$ cat config.mk
export PLATFORM = sky130hd
export DESIGN_NAME = instr_encoder
export DESIGN_NICKNAME = d
export VERILOG_FILES = /design/src/rtl/simd_isa_pkg.sv /design/src/rtl/instr_fifo.sv /design/src/rtl/instr_encoder.sv
export SDC_FILE = /design/constraint.sdc
export NUM_CORES = 1
export LEC_CHECK = 0
export BUFFER_PORTS_ARGS = -buffer_cell sky130_fd_sc_hd__buf_2
export CAP_MARGIN = 20
export CORE_MARGIN = 1
export CORE_UTILIZATION = 60
export CTS_BUF_LIST = sky130_fd_sc_hd__clkbuf_8
export CTS_CLUSTER_SIZE = 30
export DETAILED_ROUTE_END_ITERATION = 12
export GPL_TIMING_DRIVEN = 0
export PLACE_DENSITY = 0.83
export SLEW_MARGIN = 20
export SYNTH_ARGS = -nofsm -noshare
export SYNTH_HDL_FRONTEND = slang
export SYNTH_SLANG_ARGS = --single-unit
$ cat constraint.sdc
create_clock -name clk -period 2.9 [get_ports clk]
set_input_delay 0.145 -clock clk [delete_from_list [all_inputs] [get_ports clk]]
set_output_delay 0.145 -clock clk [all_outputs]
set_load 0.02 [all_outputs]
$ cat src/rtl/simd_isa_pkg.sv
// simd_isa_pkg: SIMD instruction widths, opcodes, legality check and encoder FSM states.
package simd_isa_pkg;
  localparam int regSize = 16;
  localparam int N = 8 + regSize;
  localparam logic [3:0] OP_JMP  = 4'b1000;
  localparam logic [3:0] OP_JMPC = 4'b1001;
  localparam logic [3:0] OP_ST   = 4'b1100;
  localparam logic [3:0] OP_LD   = 4'b1101;
  localparam logic [3:0] OP_SPC  = 4'b1111;
  typedef enum logic [1:0] {S_IDLE, S_RUN, S_DRAIN, S_DONE} enc_state_t;
  // ALU opcodes occupy the whole lower half; the upper half is sparse
  function automatic logic is_legal_opcode(input logic [3:0] op);
    return ~op[3] | (op inside {OP_JMP, OP_JMPC, OP_ST, OP_LD, OP_SPC});
  endfunction
endpackage

$ cat src/rtl/instr_fifo.sv
// instr_fifo: small power-of-two FIFO of encoded words with registered head and occupancy.
module instr_fifo #(
  parameter int DEPTH = 4,
  parameter int N = 24
) (
  input  logic                     clk,
  input  logic                     rst_n,
  input  logic                     i_push,
  input  logic [N-1:0]             i_wdata,
  input  logic                     i_pop,
  output logic [N-1:0]             o_head,
  output logic                     o_full,
  output logic                     o_empty,
  output logic [$clog2(DEPTH):0]   o_count
);
  localparam int AW = $clog2(DEPTH);
  logic [DEPTH-1:0][N-1:0] r_mem;
  logic [AW-1:0] r_wr;
  logic [AW-1:0] r_rd;
  logic [AW:0] r_cnt;
  logic w_push;
  logic w_pop;
  assign o_full = r_cnt == (AW+1)'(DEPTH);
  assign o_empty = r_cnt == '0;
  assign o_count = r_cnt;
  assign o_head = r_mem[r_rd];
  assign w_push = i_push & ~o_full;
  assign w_pop = i_pop & ~o_empty;
  // storage is cleared on reset so the head reads zero after an abort
  always_ff @(posedge clk or negedge rst_n) begin
    if (!rst_n) begin
      r_mem <= '0;
      r_wr <= '0;
      r_rd <= '0;
      r_cnt <= '0;
    end else begin
      if (w_push) begin
        r_mem[r_wr] <= i_wdata;
        r_wr <= r_wr + AW'(1);
      end
      if (w_pop) r_rd <= r_rd + AW'(1);
      r_cnt <= r_cnt + (AW+1)'(w_push) - (AW+1)'(w_pop);
    end
  end
endmodule

$ cat src/rtl/instr_encoder.sv
// instr_encoder: packs {opcode, reg, imm} into N-bit words and streams them to instruction memory.
// Optional illegal-opcode filtering is enabled by defining ENC_ILLEGAL_CHECK_EN.
module instr_encoder
  import simd_isa_pkg::*;
#(
  parameter int ADDR_W = 8,
  parameter int DEPTH = 4
) (
  input  logic                clk,
  input  logic                rst_n,
  input  logic                start,
  input  logic [ADDR_W-1:0]   base_addr,
  input  logic                in_valid,
  output logic                in_ready,
  input  logic [3:0]          in_opcode,
  input  logic [3:0]          in_reg,
  input  logic [regSize-1:0]  in_imm,
  input  logic                in_last,
  output logic                mem_we,
  input  logic                mem_ready,
  output logic [ADDR_W-1:0]   mem_addr,
  output logic [N-1:0]        mem_wdata,
  output logic                busy,
  output logic                done,
  output logic                err_illegal,
  output logic                err_wrap,
  output logic [ADDR_W:0]     word_count
);
  localparam int CW = $clog2(DEPTH) + 1;
  enc_state_t r_state;
  logic [ADDR_W-1:0] r_addr;
  logic [ADDR_W:0] r_wcnt;
  logic r_err_ill;
  logic r_err_wrap;
  logic w_acc;
  logic w_push;
  logic w_pop;
  logic w_legal;
  logic w_full;
  logic w_empty;
  logic [CW-1:0] w_level;
`ifdef ENC_ILLEGAL_CHECK_EN
  assign w_legal = is_legal_opcode(in_opcode);
`else
  assign w_legal = 1'b1;
`endif
  assign in_ready = (r_state == S_RUN) & ~w_full;
  assign w_acc = in_valid & in_ready;
  assign w_push = w_acc & w_legal;
  assign mem_we = ~w_empty;
  assign w_pop = mem_we & mem_ready;
  assign mem_addr = r_addr;
  assign busy = r_state != S_IDLE;
  assign done = r_state == S_DONE;
  assign err_illegal = r_err_ill;
  assign err_wrap = r_err_wrap;
  assign word_count = r_wcnt;
  instr_fifo #(.DEPTH(DEPTH), .N(N)) u_fifo (
    .clk     (clk),
    .rst_n   (rst_n),
    .i_push  (w_push),
    .i_wdata ({in_opcode, in_reg, in_imm}),
    .i_pop   (w_pop),
    .o_head  (mem_wdata),
    .o_full  (w_full),
    .o_empty (w_empty),
    .o_count (w_level)
  );
  // DRAIN looks ahead at the final pop so done follows the last write by one cycle
  always_ff @(posedge clk or negedge rst_n) begin
    if (!rst_n) begin
      r_state <= S_IDLE;
      r_addr <= '0;
      r_wcnt <= '0;
      r_err_ill <= 1'b0;
      r_err_wrap <= 1'b0;
    end else begin
      case (r_state)
        S_IDLE: if (start) begin
          r_state <= S_RUN;
          r_addr <= base_addr;
          r_wcnt <= '0;
          r_err_ill <= 1'b0;
          r_err_wrap <= 1'b0;
        end
        S_RUN: if (w_acc & in_last) r_state <= S_DRAIN;
        S_DRAIN: if (w_empty | (w_level == CW'(1) & w_pop)) r_state <= S_DONE;
        default: r_state <= S_IDLE;
      endcase
      if (w_pop) begin
        r_addr <= r_addr + ADDR_W'(1);
        r_wcnt <= r_wcnt + (ADDR_W+1)'(1);
        if (&r_addr) r_err_wrap <= 1'b1;
      end
      if (w_acc & ~w_legal) r_err_ill <= 1'b1;
    end
  end
endmodule

Word level (Yosys, flattened, before mapping). Cells that the tools add are included. Widths: inputs -> output; s select.

Input port bits: 38. Output and inout port bits: 47. Register bits after elaboration: 123.

Bitwise operators: 10. Reductions and logical operators: 9. $lt $le $gt $ge: 3. $add $sub $neg: 6. Muxes and demuxes: 19. Equality and inequality tests: 8.

Operators by type and width (number): $bwmux 96 (1); $bmux 24 s2 (1); $demux 24 s2 (1); $mux 24 (2); $mux 9 (3); $mux 8 (3); $add 9x1->9 const B (1); $add 8x1->8 const B (1); $reduce_and 8->1 (1); $and 1x1->1 (7); $lt 2x3->1 const B (2); $mux 2 (3); $pmux 2 s3 (1); $reduce_bool 2->1 (3); $add 2x1->2 const B (2); $eq 2x2->1 const B (2); $mux 1 (4); $ne 2x2->1 const B (2); $add 3x1->3 (1); $eq 3x1->1 const B (1); $eq 3x3->1 const B (1); $logic_not 3->1 (1); $reduce_and 3->1 (1); $sub 3x1->3 (1); 8 further kinds (9).

Longest topological paths before layout.
Depth after elaboration: 7. Mapped depth: 8. Mapped depth without buffers: 7.

Hierarchy. A second synthesis with hierarchy kept.

Cells, all modules: 749. Area, all modules: 8418.1 um^2.

Modules (own cells, without submodules): instr_fifo (sequential area each 2577.5 um^2, cells an instance 632, area an instance 7290.7 um^2, instances 1); instr_encoder (sequential area each 500.5 um^2, cells an instance 117, area an instance 1127.3 um^2, instances 1).

Worst setup path before layout. OpenSTA, ideal clock, no wires.

Kind: register to register. Start: register u_fifo.r_cnt[0], in the netlist u_fifo.o_count[0]. End: register u_fifo.r_cnt[2], in the netlist u_fifo.o_count[2]. Path slack: 0.664 ns. Data required time: 2.777 ns. Stages on the path, launching flop included: 9. Path buffers: 1. Data arrival time: 2.113 ns. Cells stage by stage: dfrtp_1 > o31ai_4 > inv_2 > buf_2 > ha_1 > inv_1 > ha_1 > fa_1 > xnor2_1.

Elaborated cells on any way between the ends: 11.

RTL lines: from (decl) (line instr_fifo.sv:20) `logic [AW:0] r_cnt;`; from (signal assigned) (line instr_fifo.sv:42) `r_cnt <= r_cnt + (AW+1)'(w_push) - (AW+1)'(w_pop);`; $logic_not 3->1 * (line instr_fifo.sv:24) `assign o_empty = r_cnt == '0;`; $not 1->1 * (line instr_fifo.sv:28, instr_encoder.sv:50); $and 1x1->1 (line instr_encoder.sv:51) `assign w_pop = mem_we & mem_ready;`; $and 1x1->1 * (line instr_fifo.sv:28) `assign w_pop = i_pop & ~o_empty;`; net u_fifo.w_pop (line instr_fifo.sv:22) `logic w_pop;`; $sub 3x1->3 * (line instr_fifo.sv:42).

The timed path passes the listed nets; every way through them passes the cells marked *. A chain may end at the register's enable or synchronous reset.

Worst setup path after layout. Same ends and word-level chain as after synthesis.

==> impl_metrics.csv <==
group,metric,value,unit
outcome,status,"finished, final reports clean",
drt,drtIter0Drc,137,
min_path,min_from,"base_addr[6]",
pwr,p_sw,2.99,mW
sta,max_freq,389,MHz
grt,grt_max_degree,82,
synth,yosys.area.top_type,"dfrtp_1",
synth,synth_most_common_cell,"dfrtp_1",
clocking,cts_tree,"yes",
cells_and_area,drive_gt1_share,49.1,%
sta,drv_slew,0,
setup_path,required,3230,ps
synth,synth-edff-count,0,
sta,slew_headroom,49.8,%
cells_and_area,seqCellArea,3080,um^2
clocking,clkSinkCount,123,
drt,ant_nets,0,
sta,rsz0062_at_grt,"false",
drt,drt-met1-wl,5540,um
drt,post_drt_wl_per_cell,18.9,um
clocking,post_cts_buffers,0,
placement,io_buffers,83,
setup_path,cp-start-kind,"flop",
synth,synth_warnings,0,
clocking,cts_made_buffers,17,
sta,finalClockSkew,9.91,ps
clocking,clkSlewWorstSetupHoldPaths,70,ps
grt,grt_pass1_vias,3853,
cells_and_area,area_delta_synth_final,22.2,%
pwr,power.internal,5.60,mW
sta,period_share,88.6,%
synth,synth_cells,387,
pwr,worst_ir_drop_vdd,0.669,mV
cells_and_area,nets,573,
setup_path,worstPathMaxFanout,10,
synth,syn-num-nets,439,
grt,grt_pass1_wl,20200,um
synth,avgSynthCellArea,15.9,um^2
pwr,combPwrFrac,44.7,%
cells_and_area,fill_cells,581,
setup_path,r2r-start,"u_fifo.o_count[0]$_DFF_PN0_",
drt,dr.pass1.iters,4,
pwr,p_seq_share,35.7,%
sta,hold_violations,0,
drt,drc,0,
pwr,p_clk_share,19.6,%
clocking,clockBufferDepth,2,
synth,synth_top_area_share,50.2,%
pwr,netSwitchingFraction,34.8,%
sta,finalSetupViolCount,0,
grt,grt_overflow,0,
floorplanning,initial_core_util,62.2,%
pwr,p_leak,3.74,nW
cells_and_area,design_area,7500,um^2
synth,synthTopCellsByCount,"dfrtp_1 (123), mux2_4 (80), mux4_2 (24)",
synth,ys_types,42,
placement,dp_hpwl,8000,um
placement,dp.cells,604,
floorplanning,num_rows,36,
floorplanning,ios,85,
sta,worst_slew_pin_slew,753,ps
cells_and_area,antenna_cells,0,
grt,grt.total_usage,26.1,%
setup_path,cp-startpoint,"u_fifo.o_count[0]$_DFF_PN0_",
floorplanning,die_area,10600,um^2
cells_and_area,multiInputGateArea,2800,um^2
setup_path,end_kind,"flop",
setup_path,cp.arrival,2900,ps
synth,yosys_most_used_dff,"dfrtp_1",
clocking,htreeDepth,4,
floorplanning,die_w,103,um
min_path,min_path_type,"in -> reg",
clocking,cts_root_buf,"clkbuf_8",
pwr,p_per_area,1140,nW/um^2
run,cap_violations,0,
drt,wl_met3,473,um
drt,wl_met2,6430,um
sta,whs,20.8,ps
placement,post_dp_cell_area,6750,um^2
cells_and_area,fin_cells,667,
setup_path,criticalPathCategory,"reg -> reg",
drt,dr_total_vias,3786,
placement,gp_congestion,0.795,
synth,netlist_area,6140,um^2
synth,synthArstFlopShare,100,%
sta,setup-tns-final,0,ps
floorplanning,core-area,9860,um^2
grt,antenna_found_initial,0,
drt,wirelength,12600,um
synth,ys_seq_area_share,50.2,%
synth,synth_seq_cells,123,
floorplanning,die_y,103,um
drt,dr.max_layer_used,"met4",
clocking,clock_latency,440,ps
drt,vias_per_cell,5.68,
sta,period_minus_slack,2570,ps
synth,synth.area.top_cells,"dfrtp_1 (50%), mux2_4 (20%), mux4_2 (8.8%)",
logic make-up after synthesis:
kind of cell,Yosys count,share of synthesized area (%)
compound gates,42,4.67
other cells,1,0.0611
xor+xnor,6,0.856
simple gates,50,5.20
flops,123,50.2
fa+ha+maj,14,2.98
buf+inv,28,4.26
mux,123,31.8
area by class of cell:
cell class / instances / area share (%)
plain buffers: 18 / 2.99
clock buffers: 21 / 3.85
clock inverters: 11 / 2.00
inverters: 10 / 0.500
multi-input cells: 236 / 37.3
flip-flops and latches: 123 / 41.0
well taps: 133 / 2.22
repair buffers: 115 / 10.1
worst paths after layout:
kind | endpoint | slack [ps] | cells after the start
hold / removal | mem_addr[6]$_DFFE_PN0P_ | 20 | 3
min in group asynchronous | u_fifo.r_mem[74]$_DFFE_PN0P_ | 190 | 2
hold reg to reg | u_fifo.r_mem[70]$_DFFE_PN0P_ | 500 | 1
setup / recovery | u_fifo.o_count[2]$_DFF_PN0_ | 330 | 8
setup reg to reg | u_fifo.o_count[2]$_DFF_PN0_ | 330 | 8
max in group asynchronous | u_fifo.r_mem[30]$_DFFE_PN0P_ | 1990 | 3
power by group through the flow:
stage	combinational, mW	sequential (mW)	clock (mW)
floorplan	2.87	2.99	0
global placement	3.69	2.99	0
detailed placement	3.80	3.05	0
CTS	3.87	3.04	1.70
global route	4.10	3.14	1.79
finish	3.84	3.06	1.69
cells in the final DEF (no fill, tap or decap), drive strengths merged, types with 2 or more instances in the layout:
master and instances:
dfrtp 123, buf 99, mux2 97, dlygate4sd3 31
mux4 24, clkbuf 24, nand2 19, o21ai 16
inv 14, ha 13, nor2 8, a21oi 6
xnor2 5, nand3 5, nand4 5, a31oi 5
bufinv 4, o31ai 4, and3 3, o221a 3
nor3 3, clkinv 3, mux2i 2, o22ai 2
and4 2, a41oi 2
layer usage:
layer | global-route usage (%) | vias to the layer above
li1 | - | 1696
met1 | 36.4 | 1973
met2 | 40.5 | 103
met3 | 5.83 | 14
met4 | 9.86 | 0
met5 | 0 | -
state kept, by name, indices dropped and copies added, names as in the netlist:
signal	count
u_fifo.r_mem	96
mem_addr	8
u_fifo.o_count	3
word_count	9
u_fifo.r_wr	2
u_fifo.r_rd	2
r_state	2
err_wrap	1
repair_timing:
item | CTS | global route
resized for setup | 0 | 0
hold endpoints to repair | 141 | 0
hold buffers | 31 | 0
worst max-delay path, cell delays in order, from the launching register on:
cell     delay, ps
dfrtp_1        450
o31ai_4        530
inv_2          200
buf_2          260
ha_1           300
inv_1           30
ha_1           180
fa_1           370
xnor2_1        130
per-stage QoR:
stage | setup slack, ps | util, % | power (mW)
after floorplan | 664 | - | 5.86
after global placement | 226 | 68.1 | 6.68
after detailed placement | 372 | 68.5 | 6.85
after CTS | 372 | 76.1 | 8.62
after global routing | 233 | 76.1 | 9.03
final | 329 | 76.1 | 8.58
(Power assumes the default switching activity.)
